### config.mk
export PLATFORM = sky130hd
export DESIGN_NAME = uart_rx
export DESIGN_NICKNAME = d
export VERILOG_FILES = /design/src/rtl/uart_rx.sv
export SDC_FILE = /design/constraint.sdc
export NUM_CORES = 1
export LEC_CHECK = 0
export BUFFER_PORTS_ARGS = -buffer_cell sky130_fd_sc_hd__buf_4
export CORE_MARGIN = 2
export CORE_UTILIZATION = 59
export DETAILED_ROUTE_END_ITERATION = 8
export PLACE_DENSITY = 0.78
export SYNTH_ARGS = -nofsm -noshare
export SYNTH_HDL_FRONTEND = slang
export SYNTH_SLANG_ARGS = --single-unit
### constraint.sdc
create_clock -name clock -period 2.7 [get_ports clock]
set_clock_uncertainty 0.15 [all_clocks]
set_input_delay 0.27 -clock clock [delete_from_list [all_inputs] [get_ports clock]]
set_output_delay 0.27 -clock clock [all_outputs]
set_load 0.01 [all_outputs]
### src/rtl/uart_rx.sv
// uart_rx: 8N1 UART receiver for the host command path.
//
// Recovers one byte per frame from the asynchronous serial line and presents it
// with a one-cycle strobe. A stop bit received as 0 raises a one-cycle framing
// error instead. The receiver then waits for the line to return high, so a line
// held low cannot produce a string of frames.
//
// Parameters:
//   CLKS_PER_BIT  clock cycles per bit period (8..65535)
//
// Ports:
//   clock        system clock, rising edge
//   reset_n      asynchronous active-low reset
//   rx           serial line input, idle high
//   byte_out     last good byte, held until the next good byte
//   byte_ready   one-cycle pulse when byte_out is updated
//   frame_error  one-cycle pulse when the stop bit is received as 0
//   busy         high while a frame is in progress, through its strobe cycle
//
// Build option:
//   UART_RX_MAJORITY_EN  take a 2-of-3 vote at counts c-1, c and c+1 around each
//                        nominal sample point c. Every decision, and therefore
//                        every strobe, lands one cycle later than in the
//                        single-sample build.

module uart_rx #(
  parameter int unsigned CLKS_PER_BIT = 868
) (
  input  logic       clock,
  input  logic       reset_n,
  input  logic       rx,
  output logic [7:0] byte_out,
  output logic       byte_ready,
  output logic       frame_error,
  output logic       busy
);

  localparam int unsigned HalfBit = CLKS_PER_BIT / 2;
`ifdef UART_RX_MAJORITY_EN
  localparam int unsigned DecLag = 1;
`else
  localparam int unsigned DecLag = 0;
`endif
  // Counter value at which each decision is taken.
  localparam logic [15:0] StartDec   = 16'(HalfBit - 1 + DecLag);
  localparam logic [15:0] BitDec     = 16'(CLKS_PER_BIT - 1 + DecLag);
  // A late decision has already consumed one cycle of the next bit period.
  localparam logic [15:0] CntRestart = 16'(DecLag);

  typedef enum logic [2:0] {
    StIdle,
    StStart,
    StData,
    StStop,
    StBreak
  } state_e;

  logic [1:0]  r_sync;
  logic        w_rx_s;
  state_e      r_state, w_state_next;
  logic [15:0] r_cnt, w_cnt_next;
  logic [2:0]  r_idx, w_idx_next;
  logic [7:0]  r_shift, w_shift_next;
  logic [7:0]  r_byte, w_byte_next;
  logic        r_ready, w_ready_next;
  logic        r_ferr, w_ferr_next;
  logic [15:0] w_dec;
  logic        w_at_dec;
  logic        w_bit;

  // Two-flop synchronizer. It resets to the idle level so that reset release
  // cannot look like a start bit.
  always_ff @(posedge clock or negedge reset_n) begin
    if (!reset_n) begin
      r_sync <= 2'b11;
    end else begin
      r_sync <= {r_sync[0], rx};
    end
  end

  assign w_rx_s   = r_sync[1];
  assign w_dec    = (r_state == StStart) ? StartDec : BitDec;
  assign w_at_dec = (r_cnt == w_dec);

`ifdef UART_RX_MAJORITY_EN
  logic [1:0] r_samp;

  // Holds the two samples taken just before the decision count. The third
  // sample is the live rx_s value in the decision cycle.
  always_ff @(posedge clock or negedge reset_n) begin
    if (!reset_n) begin
      r_samp <= 2'b11;
    end else begin
      if (r_cnt == w_dec - 16'd2) r_samp[0] <= w_rx_s;
      if (r_cnt == w_dec - 16'd1) r_samp[1] <= w_rx_s;
    end
  end

  assign w_bit = (r_samp[0] & r_samp[1]) | (r_samp[0] & w_rx_s) | (r_samp[1] & w_rx_s);
`else
  assign w_bit = w_rx_s;
`endif

  always_ff @(posedge clock or negedge reset_n) begin
    if (!reset_n) begin
      r_state <= StIdle;
      r_cnt   <= '0;
      r_idx   <= '0;
      r_shift <= '0;
      r_byte  <= '0;
      r_ready <= 1'b0;
      r_ferr  <= 1'b0;
    end else begin
      r_state <= w_state_next;
      r_cnt   <= w_cnt_next;
      r_idx   <= w_idx_next;
      r_shift <= w_shift_next;
      r_byte  <= w_byte_next;
      r_ready <= w_ready_next;
      r_ferr  <= w_ferr_next;
    end
  end

  always_comb begin
    w_state_next = r_state;
    w_cnt_next   = r_cnt + 16'd1;
    w_idx_next   = r_idx;
    w_shift_next = r_shift;
    w_byte_next  = r_byte;
    w_ready_next = 1'b0;
    w_ferr_next  = 1'b0;

    unique case (r_state)
      StIdle: begin
        w_cnt_next = '0;
        if (!w_rx_s) begin
          w_state_next = StStart;
        end
      end

      StStart: begin
        if (w_at_dec) begin
          if (w_bit) begin
            // Too short to be a start bit.
            w_state_next = StIdle;
          end else begin
            w_state_next = StData;
            w_idx_next   = '0;
            w_cnt_next   = CntRestart;
          end
        end
      end

      StData: begin
        if (w_at_dec) begin
          w_shift_next[r_idx] = w_bit;
          w_cnt_next          = CntRestart;
          if (r_idx == 3'd7) begin
            w_state_next = StStop;
          end else begin
            w_idx_next = r_idx + 3'd1;
          end
        end
      end

      StStop: begin
        if (w_at_dec) begin
          // Leaving at mid-stop-bit lets an immediately following start bit
          // be caught.
          if (w_bit) begin
            w_byte_next  = r_shift;
            w_ready_next = 1'b1;
            w_state_next = StIdle;
          end else begin
            w_ferr_next  = 1'b1;
            w_state_next = StBreak;
          end
        end
      end

      StBreak: begin
        w_cnt_next = '0;
        if (w_rx_s) begin
          w_state_next = StIdle;
        end
      end

      default: begin
        w_state_next = StIdle;
        w_cnt_next   = '0;
      end
    endcase
  end

  assign byte_out    = r_byte;
  assign byte_ready  = r_ready;
  assign frame_error = r_ferr;
  // The strobe cycle is already in IDLE, but it still counts as busy.
  assign busy        = (r_state != StIdle) || r_ready;

endmodule
* Yosys cells after proc, flatten, opt, wreduce, memory -nomap -nowiden
Index checks and enable logic that the tools add are counted.
Word-level totals: output and inout bits 11, bits in registers 42, word-level logic and storage cells 63
Operators by class: muxes and demuxes 28, order comparisons 2, reductions and logical operators 9, $add $sub $neg 2, equality and inequality tests 14
Operators by type and width (number):
- 2-to-1 mux 16 bit | 3
- one-hot mux 16 bit (3 select lines) | 1
- 2-to-1 mux 3 bit | 11
- adder 16 x 1 -> 16 bit (second input constant) | 1
- == test 16 x 10 -> 1 bit | 1
- != test 2 bit (second input constant) | 8
- one-hot mux 3 bit (5 select lines) | 1
- 2-to-1 mux 10 bit | 1
- bitwise mux 8 bit | 1
- 2-to-1 mux 1 bit | 7
- == test 3 x 2 -> 1 bit (second input constant) | 2
- == test 3 bit (second input constant) | 2
- one-hot mux 3 bit (2 select lines) | 1
- AND reduction 6 bit | 1
- AND reduction 5 bit | 1
- less-than comparator 3 x 4 -> 1 bit (second input constant) | 1
- adder 3 x 1 -> 3 bit (second input constant) | 1
- demux 1 bit (select 3 bit) | 1
- == test 3 x 1 -> 1 bit (second input constant) | 1
- >= comparator 3 x 1 -> 1 bit (second input constant) | 1
- logical NOT 3 bit | 1
- AND reduction 3 bit | 1
- nonzero test 3 bit | 1
- 2-to-1 mux 2 bit | 1
- other kinds (4) | 4

* Logic depth before layout (Yosys ltp)
depth after elaboration 5, mapped depth 7

* Worst setup path after synthesis
No wires, ideal clock.
path type register to register, start reg r_state[1], end reg r_shift[1], required time 2422 ps, slack 405 ps, buffers on the path 2, arrival 2017 ps, period minus slack after synthesis 2295 ps, cell stages (with the launch flop) 8, cells stage by stage dfrtp_1 -> buf_4 -> or3b_4 -> nor4_4 -> o21ai_2 -> buf_6 -> nor4_2 -> mux2_1
Between the ends: word-level cells in the longest chain between the ends 4
Ends and longest elaborated chain:
- start, declared | line 60 | state_e r_state, w_state_next;
- start signal, assigned | line 106 | r_state <= StIdle;
- start signal, assigned | line 114 | r_state <= w_state_next;
- == test 3 x 1 -> 1 bit | line 82 | assign w_dec = (r_state == StStart) ? StartDec : BitDec;
- 2-to-1 mux 10 bit | line 82
- == test 16 x 10 -> 1 bit | line 83 | assign w_at_dec = (r_cnt == w_dec);
- AND reduction 2 bit (no source line) *
- end signal, assigned | line 117 | r_shift <= w_shift_next;
- end, declared | line 63 | logic [7:0] r_shift, w_shift_next;
Every way passes the cells marked *; elsewhere a longest branch is shown, timed or not. A chain may end at the register's enable or synchronous reset.

* Worst setup path in the final report
start reg r_state[1], end reg r_byte[1], in the netlist byte_out[1]
Between the ends: word-level cells in the longest chain between the ends 4
Ends and longest elaborated chain:
- == test 3 x 1 -> 1 bit | line 82
- 2-to-1 mux 10 bit | line 82
- == test 16 x 10 -> 1 bit | line 83
- AND reduction 3 bit (no source line) *
- end signal, assigned | line 118 | r_byte <= w_byte_next;
- end, declared | line 64 | logic [7:0] r_byte, w_byte_next;
Marks and branches as above.

==> parameters.txt <==
Parameter                              Value

Outcome
  Result of the run    complete, no violations

Power and ir drop
  Proportion of power drawn by combinational gates    1.9%
  Register share of total power    roughly two thirds
  Clock share of power    approximately 33%
  Internal    0.763 mW
  Total Power    0.970 mW
  Leakage power summed over all cells    1.03 nW
  Switching share of total power    21.3%
  Peak ir drop on the vdd network    about 0.35 mV
  Power per unit of standard cell area    roughly 440 nW/um2
  Net switching component of the power    0.207 mW

Critical path
  Arrival time of the worst setup path    2510 ps
  Destination of the worst register-to-register timing path    byte_out[1]$_DFFE_PN0P_
  Crit path launch type    register
  Reg-to-Reg Start    r_state[1]$_DFFE_PN0P_
  Number of cells on the worst reg-to-reg path    5
  Cell breakdown of the critical path    or3b_4, nor4_4, o21a_2, and3_1, mux2_2
  Critical path origin    r_state[1]$_DFFE_PN0P_
  Nature of the critical path endpoint    register
  Crit-path leading delay family    simple AND/OR/NAND/NOR gates
  CP Class    reg -> reg
  Worst endpoint required time    2790 ps
  Library cell contributing the largest single delay on the critical path    sky130_fd_sc_hd__or3b_4
  Minimum setup slack among reg-to-reg paths    280 ps
  Biggest cell delay along the critical path    430 ps
  Number of buffer and inverter stages on the critical path    0
  Max Fanout on Critical Path    9

GRT
  Maximum number of pins on one net before global-route repair    43
  Via count of the first global-routing pass    between 1000 and 1500
  Initial antenna violation count    0
  Met2 routing resource usage after global routing    ~32%
  Global-route wire length before repair    between 6000 and 7000 um
  Global-route track usage on met3    6.34%
  Total congestion overflow after global routing    0
  Overall track demand over capacity in global routing    21.3%
  Met1 Resource Use GR    29.8%
  Layer with the highest usage    met2

CTS
  H-Tree Depth    2
  Maximum buffer depth of the clock tree    2
  CTS clock-pin slew for the worst setup and hold paths    110 ps
  Quantity of gates resized following cts    0
  # clock sinks    42
  Clock latency at the later pin of the worst-skew pair    around 340 ps
  Number of CTS-inserted buffers    5
  TritonCTS clock tree    built
  Clk root buf    sky130_fd_sc_hd__clkbuf_4

Placed design
  Post-DP HPWL    2490 um
  Instance area at placement    2140 um2
  Number of buffers inserted by port buffering    13
  RePlAce Congestion    0.796

Worst hold path
  Worst hold path class    reg -> reg
  Number of cells traversed by the worst hold path    0
  Endpoint with the worst hold slack    r_sync[1]$_DFF_PN1_
  Hold Crit Start    r_sync[0]$_DFF_PN1_

Drt
  Number of detailed-route iterations in the first pass    5
  Final Routed Wirelength    3620 um
  Detailed-route via count    1417
  Via density per instance    between 5 and 6
  Antenna violation net count after detailed routing    0
  WL per Instance    15.0 um
  Iteration-0 DRC Markers    between 90 and 100
  Residual DRC    0

Synth
  Post-synthesis sequential element count    42
  Number of enable flip-flop cells after synthesis    0
  Sequential share of the synthesized area    52.6%
  Post-synth ARST share    100%
  Syn Nets    183
  Library cells used by synthesis    41
  Yosys warning total    0
  Mean instance size in the synthesized netlist    11.3 um2
  Post-synthesis cell area    2000 um2
  Main synth FF type    sky130_fd_sc_hd__dfrtp_1
  Synthesized netlist cell count    177

Timing
  Fmax    413 MHz
  Total negative slack    0 ps
  Pins Over Slew Limit    0
  Final-report hold violation count    0
  Minimum hold slack    ~220 ps
  Post-layout min period    ~2400 ps
  RSZ-0062 raised after global routing    no
  Measured slew at the worst slew-check pin    between 500 and 600 ps
  Final setup viols    0
  Share of the clock period used by the worst path    89.7%
  Max transition margin    63.6%

Cells and area
  Number of nets at the end of the flow    200
  Area taken by multi-input logic gates    about 880 um2
  Fraction of final layout cells sized beyond drive strength 1    about a fifth
  Fill cell instance count of the final layout    ~270
  Final cell area excluding filler cells    between 2000 and 2500 um2
  Utilization after layout    66.9%
  Diode count    0
  Layout overhead on the synthesized area    10.5%
  Sequential standard cell area    1050 um2

Die
  Site row count    21
  DIE WIDTH    62.3 um
  Number of primary I/O pins    14
  Initial Util    60.5%
  Area of the core    3310 um2
  DIE HEIGHT    62.3 um
  Die Outline Area    3880 um2

Run
  Reported max-cap violation count    0
## worst max-delay path by stage
stage,end,cells past startpoint
6_report,byte_out[1]$_DFFE_PN0P_,5
5_1_grt,byte_out[1]$_DFFE_PN0P_,5
4_1_cts,byte_out[1]$_DFFE_PN0P_,5
3_5_place_dp,byte_out[1]$_DFFE_PN0P_,5
3_3_place_gp,byte_out[3]$_DFFE_PN0P_,5
2_1_floorplan,r_shift[1]$_DFFE_PN0P_,7
## worst register-to-register path, delay by kind of cell, from the launching register on
kind,cells,cell delay [ps]
flops,1,400
simple gates,3,1140
mux,1,390
compound gates,1,240
## cells in the final DEF, fill, tap and decap left out, types with 7 or more instances in the layout
cell / Yosys / layout
sky130_fd_sc_hd__and3_1: 8 / 8
sky130_fd_sc_hd__nor2_1: 9 / 9
sky130_fd_sc_hd__nand2_1: 8 / 8
sky130_fd_sc_hd__mux2_1: 8 / 8
sky130_fd_sc_hd__dfrtp_1: 40 / 40
sky130_fd_sc_hd__nor3_1: 13 / 13
sky130_fd_sc_hd__buf_4: 3 / 17
sky130_fd_sc_hd__mux2_2: 7 / 7
sky130_fd_sc_hd__xor2_1: 11 / 11
sky130_fd_sc_hd__nor4_1: 9 / 9
## cell usage after synthesis (all sizes together), types with 2 or more instances
library cell / count / area, um2
a21oi: 2 / 13.8
and3: 8 / 50.1
buf: 5 / 38.8
clkbuf: 4 / 15.0
dfrtp: 40 / 1000
dfstp: 2 / 52.6
ha: 3 / 37.5
inv: 5 / 18.8
mux2: 15 / 169
nand2: 8 / 30.0
nand2b: 3 / 18.8
nand3: 6 / 30.0
nand4: 4 / 25.0
nor2: 9 / 33.8
nor3: 13 / 65.1
nor4: 12 / 103
nor4b: 2 / 17.5
nor4bb: 2 / 20.0
o21ai: 8 / 43.8
xnor2: 3 / 26.3
xor2: 11 / 96.3
## kinds of logic (layout without fill, tap and decap cells)
kind of cell | Yosys count | after routing | synth area share, %
AOI/OAI and AO/OA | 18 | 18 | 6.12
xor gates and xnor gates | 14 | 14 | 6.12
adders and majority gates | 3 | 3 | 1.87
buffers and inverters | 14 | 32 | 3.62
DFF | 42 | 42 | 52.6
muxes | 15 | 15 | 8.43
and+or+nand+nor | 71 | 71 | 21.3
## through the flow
stage	cells	setup WS (ps)
after CTS	241	258
after floorplan	177	405
after global placement	231	344
final	241	279
after global routing	241	173
after detailed placement	231	280
## final cells by class
cell class                 instances  share of cell area [%]
inverter                           5                   0.847
clock inverter                     1                   0.226
sequential                        42                    47.5
tap                               46                    2.60
clock buffer                       7                    2.48
multi-input combinational        121                    39.6
timing repair buffer              19                    6.66
## sequential cells by signal, summed over array words and instances, names as in the netlist
signal       count
r_shift          8
frame_error      1
byte_ready       1
r_cnt           16
byte_out         8
r_idx            3
r_sync           2
r_state          3
## per-layer routing
layer / vias to the layer above / routed length [um]
met5: - / 0
met4: 0 / 45
met3: 7 / 124
met2: 25 / 1740
met1: 704 / 1710
li1: 681 / -
## timing repair
action,CTS,global route
hold buffers,2,0
hold endpoints to repair,41,0
setup endpoints to repair,0,0
setup buffers,0,0
## power groups by stage
stage | clock network [mW] | logic [mW] | registers, mW
6_report | 0.317 | 0.0185 | 0.635
5_1_grt | 0.358 | 0.0219 | 0.635
4_1_cts | 0.330 | 0.0195 | 0.635
3_5_place_dp | 0 | 0.0172 | 0.646
3_3_place_gp | 0 | 0.0163 | 0.646
2_1_floorplan | 0 | 0.00366 | 0.644
No activity file was read; power rests on OpenSTA's default activity.
